**config.mk**
```make
export PLATFORM = sky130hd
export DESIGN_NAME = strb_sender
export DESIGN_NICKNAME = d
export VERILOG_FILES = /design/src/rtl/strb_pkg.sv /design/src/rtl/strb_gap_timer.sv /design/src/rtl/strb_sender.sv
export SDC_FILE = /design/constraint.sdc
export NUM_CORES = 1
export LEC_CHECK = 0
export CORE_UTILIZATION = 44
export DETAILED_ROUTE_END_ITERATION = 8
export GPL_TIMING_DRIVEN = 0
export PLACE_DENSITY = 0.82
export SLEW_MARGIN = 25
export SYNTH_ARGS = -nofsm -noshare
export SYNTH_HDL_FRONTEND = slang
export SYNTH_SLANG_ARGS = --single-unit
```
**constraint.sdc**
```tcl
create_clock -name clk -period 2.9 [get_ports clk]
set_input_delay 0.29 -clock clk [delete_from_list [all_inputs] [get_ports clk]]
set_output_delay 0.29 -clock clk [all_outputs]
set_load 0.02 [all_outputs]
```
**src/rtl/strb_pkg.sv**
```systemverilog
// Shared types and sizes for the byte-strobe transmitter.
package strb_pkg;

  localparam int unsigned DEPTH = 32;
  localparam int unsigned DW    = 8;
  localparam int unsigned GAP_W = 4;
  localparam int unsigned IDX_W = $clog2(DEPTH);

  typedef enum logic [1:0] {
    IDLE = 2'd0,
    SEND = 2'd1,
    GAP  = 2'd2
  } state_e;

  // One strobed beat: the byte and the bank index it came from.
  typedef struct packed {
    logic [IDX_W-1:0] cnt;
    logic [DW-1:0]    data;
  } strb_beat_t;

endpackage

```
**src/rtl/strb_gap_timer.sv**
```systemverilog
// Loadable down-counter that paces the idle cycles between strobes.
module strb_gap_timer
  import strb_pkg::*;
(
  input  logic             clk,
  input  logic             rst_n,
  input  logic             load_i,
  input  logic [GAP_W-1:0] load_val_i,
  input  logic             dec_i,
  output logic             last_c
);

  logic [GAP_W-1:0] cnt_q;
  logic [GAP_W-1:0] cnt_d;

  always_comb begin
    cnt_d = cnt_q;
    if (load_i) begin
      cnt_d = load_val_i;
    end else if (dec_i && (cnt_q != '0)) begin
      cnt_d = cnt_q - GAP_W'(1);
    end
  end

  always_ff @(posedge clk or negedge rst_n) begin
    if (!rst_n) begin
      cnt_q <= '0;
    end else begin
      cnt_q <= cnt_d;
    end
  end

  // Final gap cycle: the next edge launches the following strobe.
  assign last_c = (cnt_q == GAP_W'(1));

endmodule

```
**src/rtl/strb_sender.sv**
```systemverilog
// Byte-strobe transmitter: walks the source bank from index 0 and emits one
// byte per STRB_VALID pulse with a programmable idle gap between strobes.
module strb_sender
  import strb_pkg::*;
(
  input  logic             clk,
  input  logic             rst_n,
  input  logic             start_i,
  input  logic [IDX_W-1:0] len_i,
  input  logic [GAP_W-1:0] gap_i,
  input  logic             abort_i,
  input  logic [DW-1:0]    in_reg_i [DEPTH],
  output logic [DW-1:0]    strb_data_o,
  output logic             strb_valid_o,
  output logic [IDX_W-1:0] strb_cnts_o,
  output logic             busy_o,
  output logic             done_o
);

  state_e           state_q, state_d;
  logic [IDX_W-1:0] len_q, len_d;
  logic [GAP_W-1:0] gap_q, gap_d;
  logic [IDX_W-1:0] idx_q, idx_d;
  strb_beat_t       beat_q, beat_d;
  logic             valid_q, valid_d;
  logic             busy_q, busy_d;
  logic             done_q, done_d;

  logic             tmr_load;
  logic             tmr_dec;
  logic             tmr_last;
  logic [IDX_W-1:0] idx_inc;

  assign idx_inc = idx_q + IDX_W'(1);

  strb_gap_timer u_gap_timer (
    .clk        (clk),
    .rst_n      (rst_n),
    .load_i     (tmr_load),
    .load_val_i (gap_q),
    .dec_i      (tmr_dec),
    .last_c     (tmr_last)
  );

  // Outputs are computed for the state being entered, so a strobe is visible
  // in the cycle right after the edge that reads its byte from the bank.
  always_comb begin
    state_d  = state_q;
    len_d    = len_q;
    gap_d    = gap_q;
    idx_d    = idx_q;
    beat_d   = beat_q;
    valid_d  = 1'b0;
    busy_d   = 1'b0;
    done_d   = 1'b0;
    tmr_load = 1'b0;
    tmr_dec  = 1'b0;

    unique case (state_q)
      IDLE: begin
        if (start_i && !abort_i) begin
          state_d     = SEND;
          len_d       = len_i;
          gap_d       = gap_i;
          idx_d       = '0;
          valid_d     = 1'b1;
          busy_d      = 1'b1;
          beat_d.cnt  = '0;
          beat_d.data = in_reg_i[0];
        end
      end

      SEND: begin
        if (abort_i) begin
          state_d = IDLE;
        end else if (idx_q == len_q) begin
          state_d = IDLE;
          done_d  = 1'b1;
        end else if (gap_q == '0) begin
          idx_d       = idx_inc;
          valid_d     = 1'b1;
          busy_d      = 1'b1;
          beat_d.cnt  = idx_inc;
          beat_d.data = in_reg_i[idx_inc];
        end else begin
          state_d  = GAP;
          idx_d    = idx_inc;
          busy_d   = 1'b1;
          tmr_load = 1'b1;
        end
      end

      GAP: begin
        if (abort_i) begin
          state_d = IDLE;
        end else if (tmr_last) begin
          state_d     = SEND;
          valid_d     = 1'b1;
          busy_d      = 1'b1;
          beat_d.cnt  = idx_q;
          beat_d.data = in_reg_i[idx_q];
        end else begin
          busy_d  = 1'b1;
          tmr_dec = 1'b1;
        end
      end

      default: begin
        state_d = IDLE;
      end
    endcase
  end

  always_ff @(posedge clk or negedge rst_n) begin
    if (!rst_n) begin
      state_q <= IDLE;
      len_q   <= '0;
      gap_q   <= '0;
      idx_q   <= '0;
      beat_q  <= '0;
      valid_q <= 1'b0;
      busy_q  <= 1'b0;
      done_q  <= 1'b0;
    end else begin
      state_q <= state_d;
      len_q   <= len_d;
      gap_q   <= gap_d;
      idx_q   <= idx_d;
      beat_q  <= beat_d;
      valid_q <= valid_d;
      busy_q  <= busy_d;
      done_q  <= done_d;
    end
  end

  assign strb_data_o  = beat_q.data;
  assign strb_cnts_o  = beat_q.cnt;
  assign strb_valid_o = valid_q;
  assign busy_o       = busy_q;
  assign done_o       = done_q;

endmodule
```
Yosys cells after proc, flatten, opt, wreduce, memory -nomap -nowiden

Cells that the tools add are included.

Add/subtract/negate cells: 2
Order comparisons: 2
Eq/ne operators: 12
Muxes and demuxes: 47
Bitwise operators: 2
Reduce and logical (&&, ||, !) cells: 13

Operator list:

| kind                | number |
|---|---|
| $bmux 8 s5          | 2 |
| $mux 13             | 6 |
| $pmux 13 s3         | 1 |
| $mux 8              | 4 |
| $mux 1              | 19 |
| $mux 5              | 3 |
| $ge 6x6->1 const B  | 2 |
| $mux 2              | 6 |
| $ne 2x2->1 const B  | 6 |
| $not 5->6           | 2 |
| $pmux 5 s2          | 1 |
| $mux 4              | 2 |
| $reduce_and 7->1    | 1 |
| $pmux 1 s3          | 2 |
| $pmux 2 s3          | 1 |
| $add 5x1->5 const B | 1 |
| $eq 5x5->1          | 1 |
| $eq 4x1->1 const B  | 1 |
| $logic_not 4->1     | 1 |
| $ne 4x4->1 const B  | 1 |
| $reduce_and 4->1    | 1 |
| $reduce_bool 2->1   | 2 |
| $reduce_bool 4->1   | 1 |
| $sub 4x1->4 const B | 1 |
| 9 further kinds     | 10 |

Flip-flop bits (word level): 36
Input bits: 269

Longest topological paths before layout

Depth after elaboration: 9
Mapped depth: 10
Gate-level depth less buffers: 8

Modules after synthesis

Synthesis repeated with hierarchy kept, for this count alone.

Cells, all modules: 623
Area, all modules: 6202.2 um2

Modules (own cells, without submodules):

| module         | times used | cells each | area an instance (um2) |
|---|---|---|---|
| strb_sender    | 1          | 594        | 5919.4 |
| strb_gap_timer | 1          | 29         | 282.8 |

Worst setup path before layout

Ideal clock, no wire load.

Kind: reg-to-reg
From: register idx_q[0]
To: register beat_q, in the netlist strb_data_o[7]
Library setup time: 0.131 ns
Data arrival time: 2.023 ns
Data required time: 2.769 ns
Setup slack: 0.746 ns
Stages on the path, launching flop included: 9
Cells stage by stage: dfrtp_1 > ha_1 > buf_2 > buf_2 > mux4_2 > inv_1 > o22ai_1 > o21ai_0 > a31oi_1

Cells in the longest elaborated chain, start to end: 9
Elaborated cells on any way between the ends: 18
Those cells by class: 1 x add/sub; 2 x eq/ne; 12 x mux; 2 x bitwise; 1 x reduce/logical

RTL lines:

| element                                   | RTL line           | RTL |
|---|---|---|
| from (decl)                               | strb_sender.sv:23  | `logic [IDX_W-1:0] idx_q, idx_d;` |
| from (signal assigned)                    | strb_sender.sv:128 | `idx_q <= idx_d;` |
| $add 5x1->5                               | strb_sender.sv:34  | `assign idx_inc = idx_q + IDX_W'(1);` |
| $not 5->6 (implied by the code)           | strb_sender.sv:84  | `beat_d.data = in_reg_i[idx_inc];` |
| $bmux 8 s5                                | strb_sender.sv:84  |  |
| $mux 8 (implied by the code) (2 in a row) | strb_sender.sv:84  |  |
| $mux 13                                   | strb_sender.sv:79  | `end else if (gap_q == '0) begin` |
| $mux 13                                   | strb_sender.sv:76  | `end else if (idx_q == len_q) begin` |
| $mux 13                                   | strb_sender.sv:74  | `if (abort_i) begin` |
| $pmux 13 s3                               | strb_sender.sv:59  | `unique case (state_q)` |
| to (signal assigned)                      | strb_sender.sv:129 | `beat_q <= beat_d;` |
| to (decl)                                 | strb_sender.sv:24  | `strb_beat_t beat_q, beat_d;` |

Parallel ways exist; a longest one is shown, timed or not. The select of a mux whose other input is x is not followed.
A chain may end at the register's enable or synchronous reset.

Worst setup path in the final report

From: register idx_q[0]
To: register beat_q, in the netlist strb_data_o[5]

The elaborated chain is that of the path after synthesis.

==> flow_summary.yaml <==
power_and_ir_drop:
  power.leakage_nw: 3.676
  pwr-share-comb_pct: 80.9
  power_density_nw_per_um2: 808.5
  power.total_mw: 7.774
  p_int_mw: 4.050
  pwr-share-seq_pct: 11.2
  p_clk_share_pct: 7.9
  p_sw_mw: 3.723
  p_sw_share_pct: 47.90
  vdd_ir_drop_max_mv: 0.4860
timing:
  rsz0062_at_grt: "no"
  fmax_mhz: 370.5
  slew_headroom_pct: 46.98
  fin_crit_sh_pct: 93.08
  layout_setup_ws_ns: 0.2006
  tightestPinTransition_ns: 0.7924
  whs_ns: 0.4215
  fin_skew_ns: 0.002894
  timing.final.crit_period_ns: 2.699
  setup_tns_ns: 0
  hold_viol: 0
  finalSetupViolCount: 0
  slew_violations: 0
global_route:
  globalRouteOverflowTotal: 0
  antenna_found_initial: 0
  grt_usage_pct: 37.92
  grt_max_degree: 27
  grt_pass1_vias: 7682
  grt_pass1_wl_um: 41820
critical_path:
  worst-path-buf-inv: 3
  rr_startpoint: "idx_q[0]$_DFFE_PN0P_"
  cp-end-kind: "flop"
  slowest_stage: "mux4_2"
  crit_chain: "ha_1 > buf_2 > buf_2 > mux4_2 > inv_1 > o22ai_1 > o21ai_0 > a31oi_1"
  arrival_ns: 2.86
  reg2reg_depth: 8
  critPathKind: "reg -> reg"
  cpPeakStageDelay_ns: 0.62
  cpMostUsedCell: "buf_2"
  r2r-end: "strb_data_o[5]$_DFFE_PN0P_"
  critical_path.top_delay_family: "buffers and inverters"
  r2r_slack_ns: 0.20
  worst_ep_required_time_ns: 3.06
  path_max_fanout: 10
  startpoint_type: "flop"
clock_tree:
  htree_levels: 2
  insertion_delay_ns: 0.28
  post_cts_buffers: 0
  cts_sinks: 36
  cts_tree: "yes"
  clockBufferDepth: 2
  cts-buffers-inserted: 5
  clk_transition_reported_paths_ns: 0.06
  clock-root-buffer: "clkbuf_16"
die:
  initial_core_util_pct: 45.36
  dieArea_um2: 14900
  fp.dieH_um: 122.1
  io-pin-count: 285
  rows: 43
  dieWidth_um: 122.1
  fp.coreArea_um2: 13990
routing:
  dr.pass1.iters: 9
  routed_wl_um: 28250
  ant_nets: 0
  drc: 0
  dr_total_vias: 7526
  wire_per_inst_um: 25.05
  drt_iter0_drc: 745
  vias_per_cell: 6.672
placed_design:
  placed_cells: 1117
  dpl-instance-area_um2: 9428
  gp_congestion: 0.9961
  dp_hpwl_um: 22680
  dp_slack_ns: 0.1517
  port_buffers: 284
synthesis:
  synthArstFlopShare_pct: 100.0
  netlist_area_um2: 6345
  yosys_warnings: 0
  yosys_most_used_dff: "dfrtp_1"
  syn_area_per_cell_um2: 9.731
  synth.distinct_cells: 49
  synth.ff_latch_count: 36
  synth_edf_count: 0
  synth_nets: 928
  syn_inst: 652
  seq_area_frac_synth_pct: 14.20
cells_and_area:
  drive_gt1_share_pct: 17.55
  synthToLayoutAreaGrowth_pct: 51.53
  final_cells: 1128
  finalNetCount: 1221
  final_core_util_pct: 68.73
  fin_area_um2: 9614
  fillCellCount: 1114
worst_hold_path:
  hp-class: "in -> async"
job:
  drv_cap: 0
outcome:
  status: "complete, no violations"
[cell type report]
class	count	area, um^2	share of cell area (%)
antenna	2	5.005	0.05206
buffer	57	301.5	3.136
clock buffer	6	128.9	1.340
clock inverter	2	35.03	0.3644
inverter	56	210.2	2.186
multi-input combinational	503	4940	51.38
sequential	36	900.9	9.370
tap	180	225.2	2.343
timing repair buffer	286	2868	29.83
[cell families (layout without fill, tap and decap cells)]
| logic type | Yosys count | in the layout | share of synthesized area [%] |
|---|---|---|---|
| flip-flops | 36 | 36 | 14.20 |
| adder cells (fa/ha/maj) | 7 | 7 | 1.380 |
| multiplexers | 193 | 193 | 48.59 |
| XOR/XNOR | 14 | 14 | 2.228 |
| AND/OR/NAND/NOR | 155 | 155 | 12.01 |
| AO/OA/AOI/OAI | 134 | 134 | 13.57 |
| buffers and inverters | 113 | 407 | 8.026 |
| other | 0 | 2 | 0 |
[routing by layer]
metal	vias up	track usage, %	wire length, um
met5	-	0	0
met4	0	25.91	2111
met3	166	6.601	3173
met2	686	64.83	13960
met1	3552	43.13	9009
li1	3122	-	-
[cells in the mapped netlist, drive strengths merged (5+ instances only)]
| master | count | area, um^2 |
|---|---|---|
| nand3 | 39 | 207.7 |
| o21ai | 34 | 170.2 |
| clkbuf | 13 | 48.80 |
| o211ai | 5 | 37.54 |
| nor2 | 24 | 90.09 |
| dfrtp | 36 | 900.9 |
| mux2 | 10 | 112.6 |
| inv | 55 | 206.5 |
| nor3 | 13 | 70.07 |
| o22ai | 26 | 162.7 |
| a31oi | 14 | 93.84 |
| mux4 | 91 | 2049 |
| nor2b | 10 | 65.06 |
| xor2 | 10 | 106.4 |
| ha | 7 | 87.58 |
| a21oi | 18 | 90.09 |
| nand2 | 49 | 183.9 |
| a22oi | 26 | 209.0 |
| buf | 44 | 250.2 |
| mux2i | 92 | 920.9 |
[worst max path at each step]
stage	startpoint	end	slack, ns	cells after the start
finish	idx_q[0]$_DFFE_PN0P_	strb_data_o[5]$_DFFE_PN0P_	0.20	8
global route	idx_q[0]$_DFFE_PN0P_	strb_data_o[5]$_DFFE_PN0P_	0.06	8
CTS	idx_q[0]$_DFFE_PN0P_	strb_data_o[0]$_DFFE_PN0P_	0.16	8
detailed placement	idx_q[0]$_DFFE_PN0P_	strb_data_o[0]$_DFFE_PN0P_	0.15	8
global placement	idx_q[0]$_DFFE_PN0P_	strb_data_o[0]$_DFFE_PN0P_	0.20	8
floorplan	idx_q[0]$_DFFE_PN0P_	strb_data_o[7]$_DFFE_PN0P_	0.75	8
[registers in the layout (all words and copies together), names as in the netlist, 2 cells and up]
| signal | count |
|---|---|
| idx_q | 5 |
| u_gap_timer.cnt_q | 4 |
| strb_cnts_o | 5 |
| gap_q | 4 |
| len_q | 5 |
| strb_data_o | 8 |
| state_q | 2 |
[power by group through the flow]
stage / sequential, mW / clock, mW / combinational, mW
2_1_floorplan: 0.931 / 0 / 4.19
6_report: 0.870 / 0.617 / 6.29
3_5_place_dp: 0.867 / 0 / 6.11
3_3_place_gp: 0.862 / 0 / 6.02
5_1_grt: 0.894 / 0.641 / 6.62
4_1_cts: 0.865 / 0.618 / 6.15
[cell usage in the layout (no fill, tap or decap), types with 3 or more instances in the layout]
cell               n
a21oi_1           18
a22oi_1           25
a31oi_1           13
and2_1             4
buf_2             32
buf_4             12
clkbuf_1          14
clkbuf_16          5
clkdlybuf4s50_1  283
dfrtp_1           36
ha_1               7
inv_1             55
mux2_2            10
mux2i_1           92
mux4_2            91
nand2_1           49
nand3_1           38
nand3b_1           4
nor2_1            24
nor2b_1            9
nor3_1            11
o211ai_1           5
o21ai_0           31
o21ai_1            3
o22ai_1           26
xnor2_1            4
xor2_1             9
[what timing repair did]
| item | 4_1_cts | 5_1_grt |
|---|---|---|
| setup endpoints to repair | 0 | 1 |
| hold buffers | 1 | 0 |
| endpoints found under the hold margin | 10 | 0 |
| resized for setup | 0 | 1 |
Note: power is estimated with default switching activity, not from simulation.
